==> config.mk <==
export PLATFORM = sky130hd
export DESIGN_NAME = mem_ctrl
export DESIGN_NICKNAME = d
export VERILOG_FILES = /design/src/rtl/mem_ctrl_pkg.sv /design/src/rtl/mem_ctrl.sv
export SDC_FILE = /design/constraint.sdc
export NUM_CORES = 1
export LEC_CHECK = 0
export CAP_MARGIN = 20
export CORE_MARGIN = 2
export CORE_UTILIZATION = 35
export CTS_BUF_LIST = sky130_fd_sc_hd__clkbuf_4 sky130_fd_sc_hd__clkbuf_8 sky130_fd_sc_hd__clkbuf_16
export DETAILED_ROUTE_END_ITERATION = 16
export REMOVE_ABC_BUFFERS = 1
export SETUP_SLACK_MARGIN = 0.1
export SYNTH_ARGS = -nofsm -noshare
export SYNTH_HDL_FRONTEND = slang
export SYNTH_SLANG_ARGS = --single-unit
==> constraint.sdc <==
create_clock -name clk_in -period 7.65 [get_ports clk_in]
set_input_delay 1.53 -clock clk_in [delete_from_list [all_inputs] [get_ports clk_in]]
set_output_delay 1.53 -clock clk_in [all_outputs]
set_load 0.02 [all_outputs]
==> src/rtl/mem_ctrl_pkg.sv <==
// Shared encodings and helpers for the byte-serial memory controller.
package mem_ctrl_pkg;

  localparam logic [1:0] LEN_BYTE = 2'b00;
  localparam logic [1:0] LEN_HALF = 2'b01;
  localparam logic [1:0] LEN_WORD = 2'b10;

  localparam logic [1:0] MC_IDLE   = 2'd0;
  localparam logic [1:0] MC_IF_RD  = 2'd1;
  localparam logic [1:0] MC_MEM_RD = 2'd2;
  localparam logic [1:0] MC_MEM_WR = 2'd3;

  localparam logic [31:0] ZERO32 = 32'h0000_0000;

  // Index of the final byte of an access; the reserved length 11 behaves as a word.
  function automatic logic [1:0] last_idx(input logic [1:0] len);
    case (len)
      LEN_BYTE: return 2'd0;
      LEN_HALF: return 2'd1;
      default:  return 2'd3;
    endcase
  endfunction

  function automatic logic [31:0] zext_load(input logic [31:0] w, input logic [1:0] last);
    case (last)
      2'd0:    return {24'h00_0000, w[7:0]};
      2'd1:    return {16'h0000, w[15:0]};
      default: return w;
    endcase
  endfunction

endpackage

==> src/rtl/mem_ctrl.sv <==
// Arbitrates fetch and MEM-stage requests onto one 8-bit RAM port and
// sequences 1/2/4-byte little-endian accesses.
//   state     | meaning
//   MC_IDLE   | no access in progress
//   MC_IF_RD  | 4-byte instruction fetch
//   MC_MEM_RD | N-byte load
//   MC_MEM_WR | N-byte store
module mem_ctrl
  import mem_ctrl_pkg::*;
#(
  parameter int ADDR_W = 32
) (
  input  logic              clk_in,
  input  logic              rst_in,
  input  logic              rdy_in,
  input  logic              if_req,
  input  logic [ADDR_W-1:0] if_addr,
  input  logic              if_flush,
  output logic              if_done,
  output logic [31:0]       if_inst,
  input  logic              mem_req,
  input  logic              mem_we,
  input  logic [1:0]        mem_len,
  input  logic [ADDR_W-1:0] mem_addr,
  input  logic [31:0]       mem_wdata,
  output logic              mem_done,
  output logic [31:0]       mem_rdata,
  output logic              busy,
  input  logic [7:0]        ram_din,
  output logic [7:0]        ram_dout,
  output logic [ADDR_W-1:0] ram_a,
  output logic              ram_wr
);

  logic [1:0]        state_q, state_d;
  logic [1:0]        cnt_q, cnt_d;
  logic [1:0]        last_q, last_d;
  logic [ADDR_W-1:0] addr_q, addr_d;
  logic [31:0]       wdata_q, wdata_d;
  logic [31:0]       shadow_q, shadow_d;
  logic [ADDR_W-1:0] ram_a_q, ram_a_d;
  logic [7:0]        ram_dout_q, ram_dout_d;
  logic              wr_q, wr_d;
  logic              if_done_q, if_done_d;
  logic              mem_done_q, mem_done_d;
  logic [31:0]       if_inst_q, if_inst_d;
  logic [31:0]       mem_rdata_q, mem_rdata_d;

  logic [1:0]        cnt_nxt;
  logic [ADDR_W-1:0] addr_nxt;
  logic [31:0]       shadow_cap;

  always_comb begin
    cnt_nxt  = cnt_q + 2'd1;
    addr_nxt = addr_q + ADDR_W'(cnt_nxt);
    shadow_cap = shadow_q;
    shadow_cap[{cnt_q, 3'b000} +: 8] = ram_din;

    state_d     = state_q;
    cnt_d       = cnt_q;
    last_d      = last_q;
    addr_d      = addr_q;
    wdata_d     = wdata_q;
    shadow_d    = shadow_q;
    ram_a_d     = ram_a_q;
    ram_dout_d  = ram_dout_q;
    wr_d        = wr_q;
    if_done_d   = if_done_q;
    mem_done_d  = mem_done_q;
    if_inst_d   = if_inst_q;
    mem_rdata_d = mem_rdata_q;

    // A pause freezes every register; the current byte is simply reissued.
    if (rdy_in) begin
      if_done_d  = 1'b0;
      mem_done_d = 1'b0;
      case (state_q)
        MC_IDLE: begin
          if (mem_req) begin
            addr_d     = mem_addr;
            wdata_d    = mem_wdata;
            last_d     = last_idx(mem_len);
            cnt_d      = 2'd0;
            ram_a_d    = mem_addr;
            ram_dout_d = mem_wdata[7:0];
            wr_d       = mem_we;
            state_d    = mem_we ? MC_MEM_WR : MC_MEM_RD;
          end else if (if_req && !if_flush) begin
            addr_d  = if_addr;
            last_d  = 2'd3;
            cnt_d   = 2'd0;
            ram_a_d = if_addr;
            wr_d    = 1'b0;
            state_d = MC_IF_RD;
          end
        end
        MC_IF_RD, MC_MEM_RD: begin
          if (state_q == MC_IF_RD && if_flush) begin
            state_d = MC_IDLE;
            cnt_d   = 2'd0;
          end else begin
            shadow_d = shadow_cap;
            if (cnt_q == last_q) begin
              if (state_q == MC_IF_RD) begin
                if_inst_d = shadow_cap;
                if_done_d = 1'b1;
              end else begin
                mem_rdata_d = zext_load(shadow_cap, last_q);
                mem_done_d  = 1'b1;
              end
              state_d = MC_IDLE;
              cnt_d   = 2'd0;
            end else begin
              cnt_d   = cnt_nxt;
              ram_a_d = addr_nxt;
            end
          end
        end
        default: begin
          if (cnt_q == last_q) begin
            wr_d       = 1'b0;
            mem_done_d = 1'b1;
            state_d    = MC_IDLE;
            cnt_d      = 2'd0;
          end else begin
            cnt_d      = cnt_nxt;
            ram_a_d    = addr_nxt;
            ram_dout_d = wdata_q[{cnt_nxt, 3'b000} +: 8];
          end
        end
      endcase
    end
  end

  always_ff @(posedge clk_in) begin
    if (rst_in) begin
      state_q     <= MC_IDLE;
      cnt_q       <= 2'd0;
      last_q      <= 2'd0;
      addr_q      <= '0;
      wdata_q     <= ZERO32;
      shadow_q    <= ZERO32;
      ram_a_q     <= '0;
      ram_dout_q  <= 8'h00;
      wr_q        <= 1'b0;
      if_done_q   <= 1'b0;
      mem_done_q  <= 1'b0;
      if_inst_q   <= ZERO32;
      mem_rdata_q <= ZERO32;
    end else begin
      state_q     <= state_d;
      cnt_q       <= cnt_d;
      last_q      <= last_d;
      addr_q      <= addr_d;
      wdata_q     <= wdata_d;
      shadow_q    <= shadow_d;
      ram_a_q     <= ram_a_d;
      ram_dout_q  <= ram_dout_d;
      wr_q        <= wr_d;
      if_done_q   <= if_done_d;
      mem_done_q  <= mem_done_d;
      if_inst_q   <= if_inst_d;
      mem_rdata_q <= mem_rdata_d;
    end
  end

  // Strobes are masked while paused so a held register never looks like a second pulse.
  assign ram_wr    = wr_q & rdy_in;
  assign if_done   = if_done_q & rdy_in;
  assign mem_done  = mem_done_q & rdy_in;
  assign busy      = (state_q != MC_IDLE) | if_done_q | mem_done_q;
  assign ram_a     = ram_a_q;
  assign ram_dout  = ram_dout_q;
  assign if_inst   = if_inst_q;
  assign mem_rdata = mem_rdata_q;

endmodule

==> results.py <==
metrics = {
    "status": {
        "status": "finished clean",
    },
    "die": {
        "start_util": 0.353,
        "dieArea_sq_um": 28200,
        "die_height_um": 168,
        "fp.coreArea_sq_um": 26700,
        "rows": 60,
        "ios": 221,
        "die_x_um": 168,
    },
    "synthesis": {
        "syn_area_sq_um": 9410,
        "ys.flop_type": "dfxtp_1",
        "postSynth.asyncResetShare": 0,
        "yosysSeqAreaShare": 0.445,
        "synth.distinct_cells": 60,
        "synthCells": 1111,
        "ys_ff_latch": 209,
        "ys_warn_count": 0,
        "synth-edff-count": 0,
        "avgSynthCellArea_sq_um": 8.47,
    },
    "timing": {
        "fin_crit_sh": 0.600,
        "min_period_ns": 4.59,
        "hold_violations": 0,
        "slew_violations": 0,
        "worst_slack_ns": 3.06,
        "slew_headroom": 0.369,
        "setup_viol_count_final": 0,
        "rsz0062_at_grt": "no",
        "worst_slew_pin_slew_ns": 0.939,
        "fmaxAchievable_mhz": 218,
        "holdWs_ns": 0.450,
        "skew_ns": 0.00641,
        "tns_ns": 0,
    },
    "clock_network": {
        "cts_buffers": 24,
        "cts_tree": "done",
        "cts.htree.levels": 1,
        "clk_pin_slew_worst_paths_ns": 0.05,
        "numClockSinks": 209,
        "cts.repair.resized": 0,
        "root_buffer": "clkbuf_16",
        "clock_latency_ns": 0.51,
        "holdBufCountCts": 0,
        "clockBufferDepth": 3,
        "postCtsSetupRepairBufs": 0,
    },
    "layout": {
        "area_delta_synth_final_pct": 34.1,
        "utilization": 0.473,
        "multiInputGateArea_sq_um": 4880,
        "regArea_sq_um": 4180,
        "n_fill_cell": 2605,
        "mostFrequentLayoutCells": "clkdlybuf4s50_1, dfxtp_1, nand2_1, nor2_1, a21oi_1",
        "layout-drive-gt1-share": 0.0621,
        "layout_commonest_cell": "clkdlybuf4s50_1",
        "nNetsFinal": 1414,
        "antenna_cells": 0,
    },
    "global_route": {
        "gr-total-overflow": 0,
        "grt_pass1_vias": 8159,
        "grt_antenna_before_repair": 0,
        "grt_pass1_wl_um": 44400,
        "grt_max_degree": 87,
        "grtUsageTotal": 0.192,
    },
    "run": {
        "cap_viol_max_count": 0,
    },
    "drt": {
        "routed_via_density": 5.20,
        "wl_per_cell_um": 16.7,
        "vias": 8562,
        "wirelength_um": 27500,
        "drt-initial-drc-count": 536,
        "antenna_left": 0,
        "firstDrtPassIters": 5,
        "drc": 0,
    },
    "worst_setup_path": {
        "worst-setup-path-type": "in -> out",
        "cp.arrival_ns": 3.06,
        "cp-end-kind": "output port",
        "cp_max_fo": 10,
        "cp_data_required_time_ns": 6.12,
        "cp-startpoint": "rdy_in",
        "cp-start-kind": "input pin",
        "reg2reg_from": "cnt_q[0]",
    },
    "placed_design": {
        "dpl.hpwl_um": 18600,
        "gp_congestion": 0.797,
        "port_buffers": 220,
        "pre_cts_slack_ns": 3.03,
    },
    "power_and_ir_drop": {
        "vdd_ir_drop_max_uv": 103,
        "power_density_nw_per_um2": 223,
        "total_leakage_power_uw": 0.00443,
        "p_total_uw": 2820,
    },
    "hold_path": {
        "hp-class": "reg -> reg",
        "hold_start": "mem_rdata[14]",
    },
}
==> through the flow <==
step	instances	area [sq um]
2_1_floorplan	1028	9070
3_3_place_gp	1601	11800
3_5_place_dp	1601	11800
4_1_cts	1643	12600
5_1_grt	1646	12600
6_report	1646	12600
==> critical path, cell delays in order <==
cell and delay [ns]:
clkdlybuf4s50_1 0.69, and2_1 0.19, clkdlybuf4s50_1 0.64
==> where the power goes <==
group | internal, uW | switching (uW) | leakage, uW
sequential | 1160 | 56.2 | 0.00170
combinational | 216 | 272 | 0.00234
clock | 658 | 453 | 0.000391
==> synthesized netlist by cell type (11+ instances only) <==
| master | number | area, sq um |
|---|---|---|
| mux2i_1 | 35 | 350 |
| dfxtp_1 | 209 | 4180 |
| nor3_1 | 14 | 70.1 |
| xor2_1 | 19 | 166 |
| buf_2 | 13 | 65.1 |
| nand3b_1 | 17 | 128 |
| o211ai_1 | 14 | 105 |
| nand3_1 | 22 | 110 |
| clkbuf_1 | 60 | 225 |
| nand2_1 | 170 | 638 |
| nor2_1 | 131 | 492 |
| ha_1 | 11 | 138 |
| a211oi_1 | 101 | 758 |
| a21oi_1 | 119 | 596 |
| nor2b_1 | 35 | 219 |
==> layer usage <==
| layer | vias up | global-route usage | share of wire |
|---|---|---|---|
| met5 | - | 0 | 0 |
| met2 | 230 | 0.311 | 0.45 |
| met4 | 0 | 0.0450 | 0.017 |
| li1 | 4308 | - | - |
| met1 | 3993 | 0.262 | 0.47 |
| met3 | 31 | 0.0407 | 0.062 |
==> registers in the layout, indices dropped and copies added (netlist names), 8 cells and up <==
register   flops
addr_q        32
if_inst       32
mem_rdata     32
ram_a         32
shadow_q      32
wdata_q       32
ram_dout       8
==> final timing paths <==
path,cells after the start,slack [ns],to
worst max-delay path,3,3.06,ram_wr
worst max register to register,8,3.27,ram_a[28]
worst min register to register,2,0.45,mem_rdata[14]
worst min-delay path,2,0.45,mem_rdata[14]
==> cells by family (layout without fill, tap and decap cells) <==
group	Yosys count	after routing	share of synthesized area
XOR/XNOR	25	25	0.0233
flip-flops	209	209	0.445
AND/OR/NAND/NOR	441	441	0.218
AO/OA/AOI/OAI	287	287	0.200
multiplexers	44	44	0.0576
buffers and inverters	93	287	0.0404
adder cells (fa/ha/maj)	12	12	0.0168
==> final cells by class <==
class                      count  area share
tap                          341      0.0338
clock inverter                 8     0.00367
sequential                   209       0.332
inverter                      10     0.00298
clock buffer                  34      0.0574
multi-input combinational    809       0.387
timing repair buffer         235       0.184
Power figures use the tool's default switching activity.
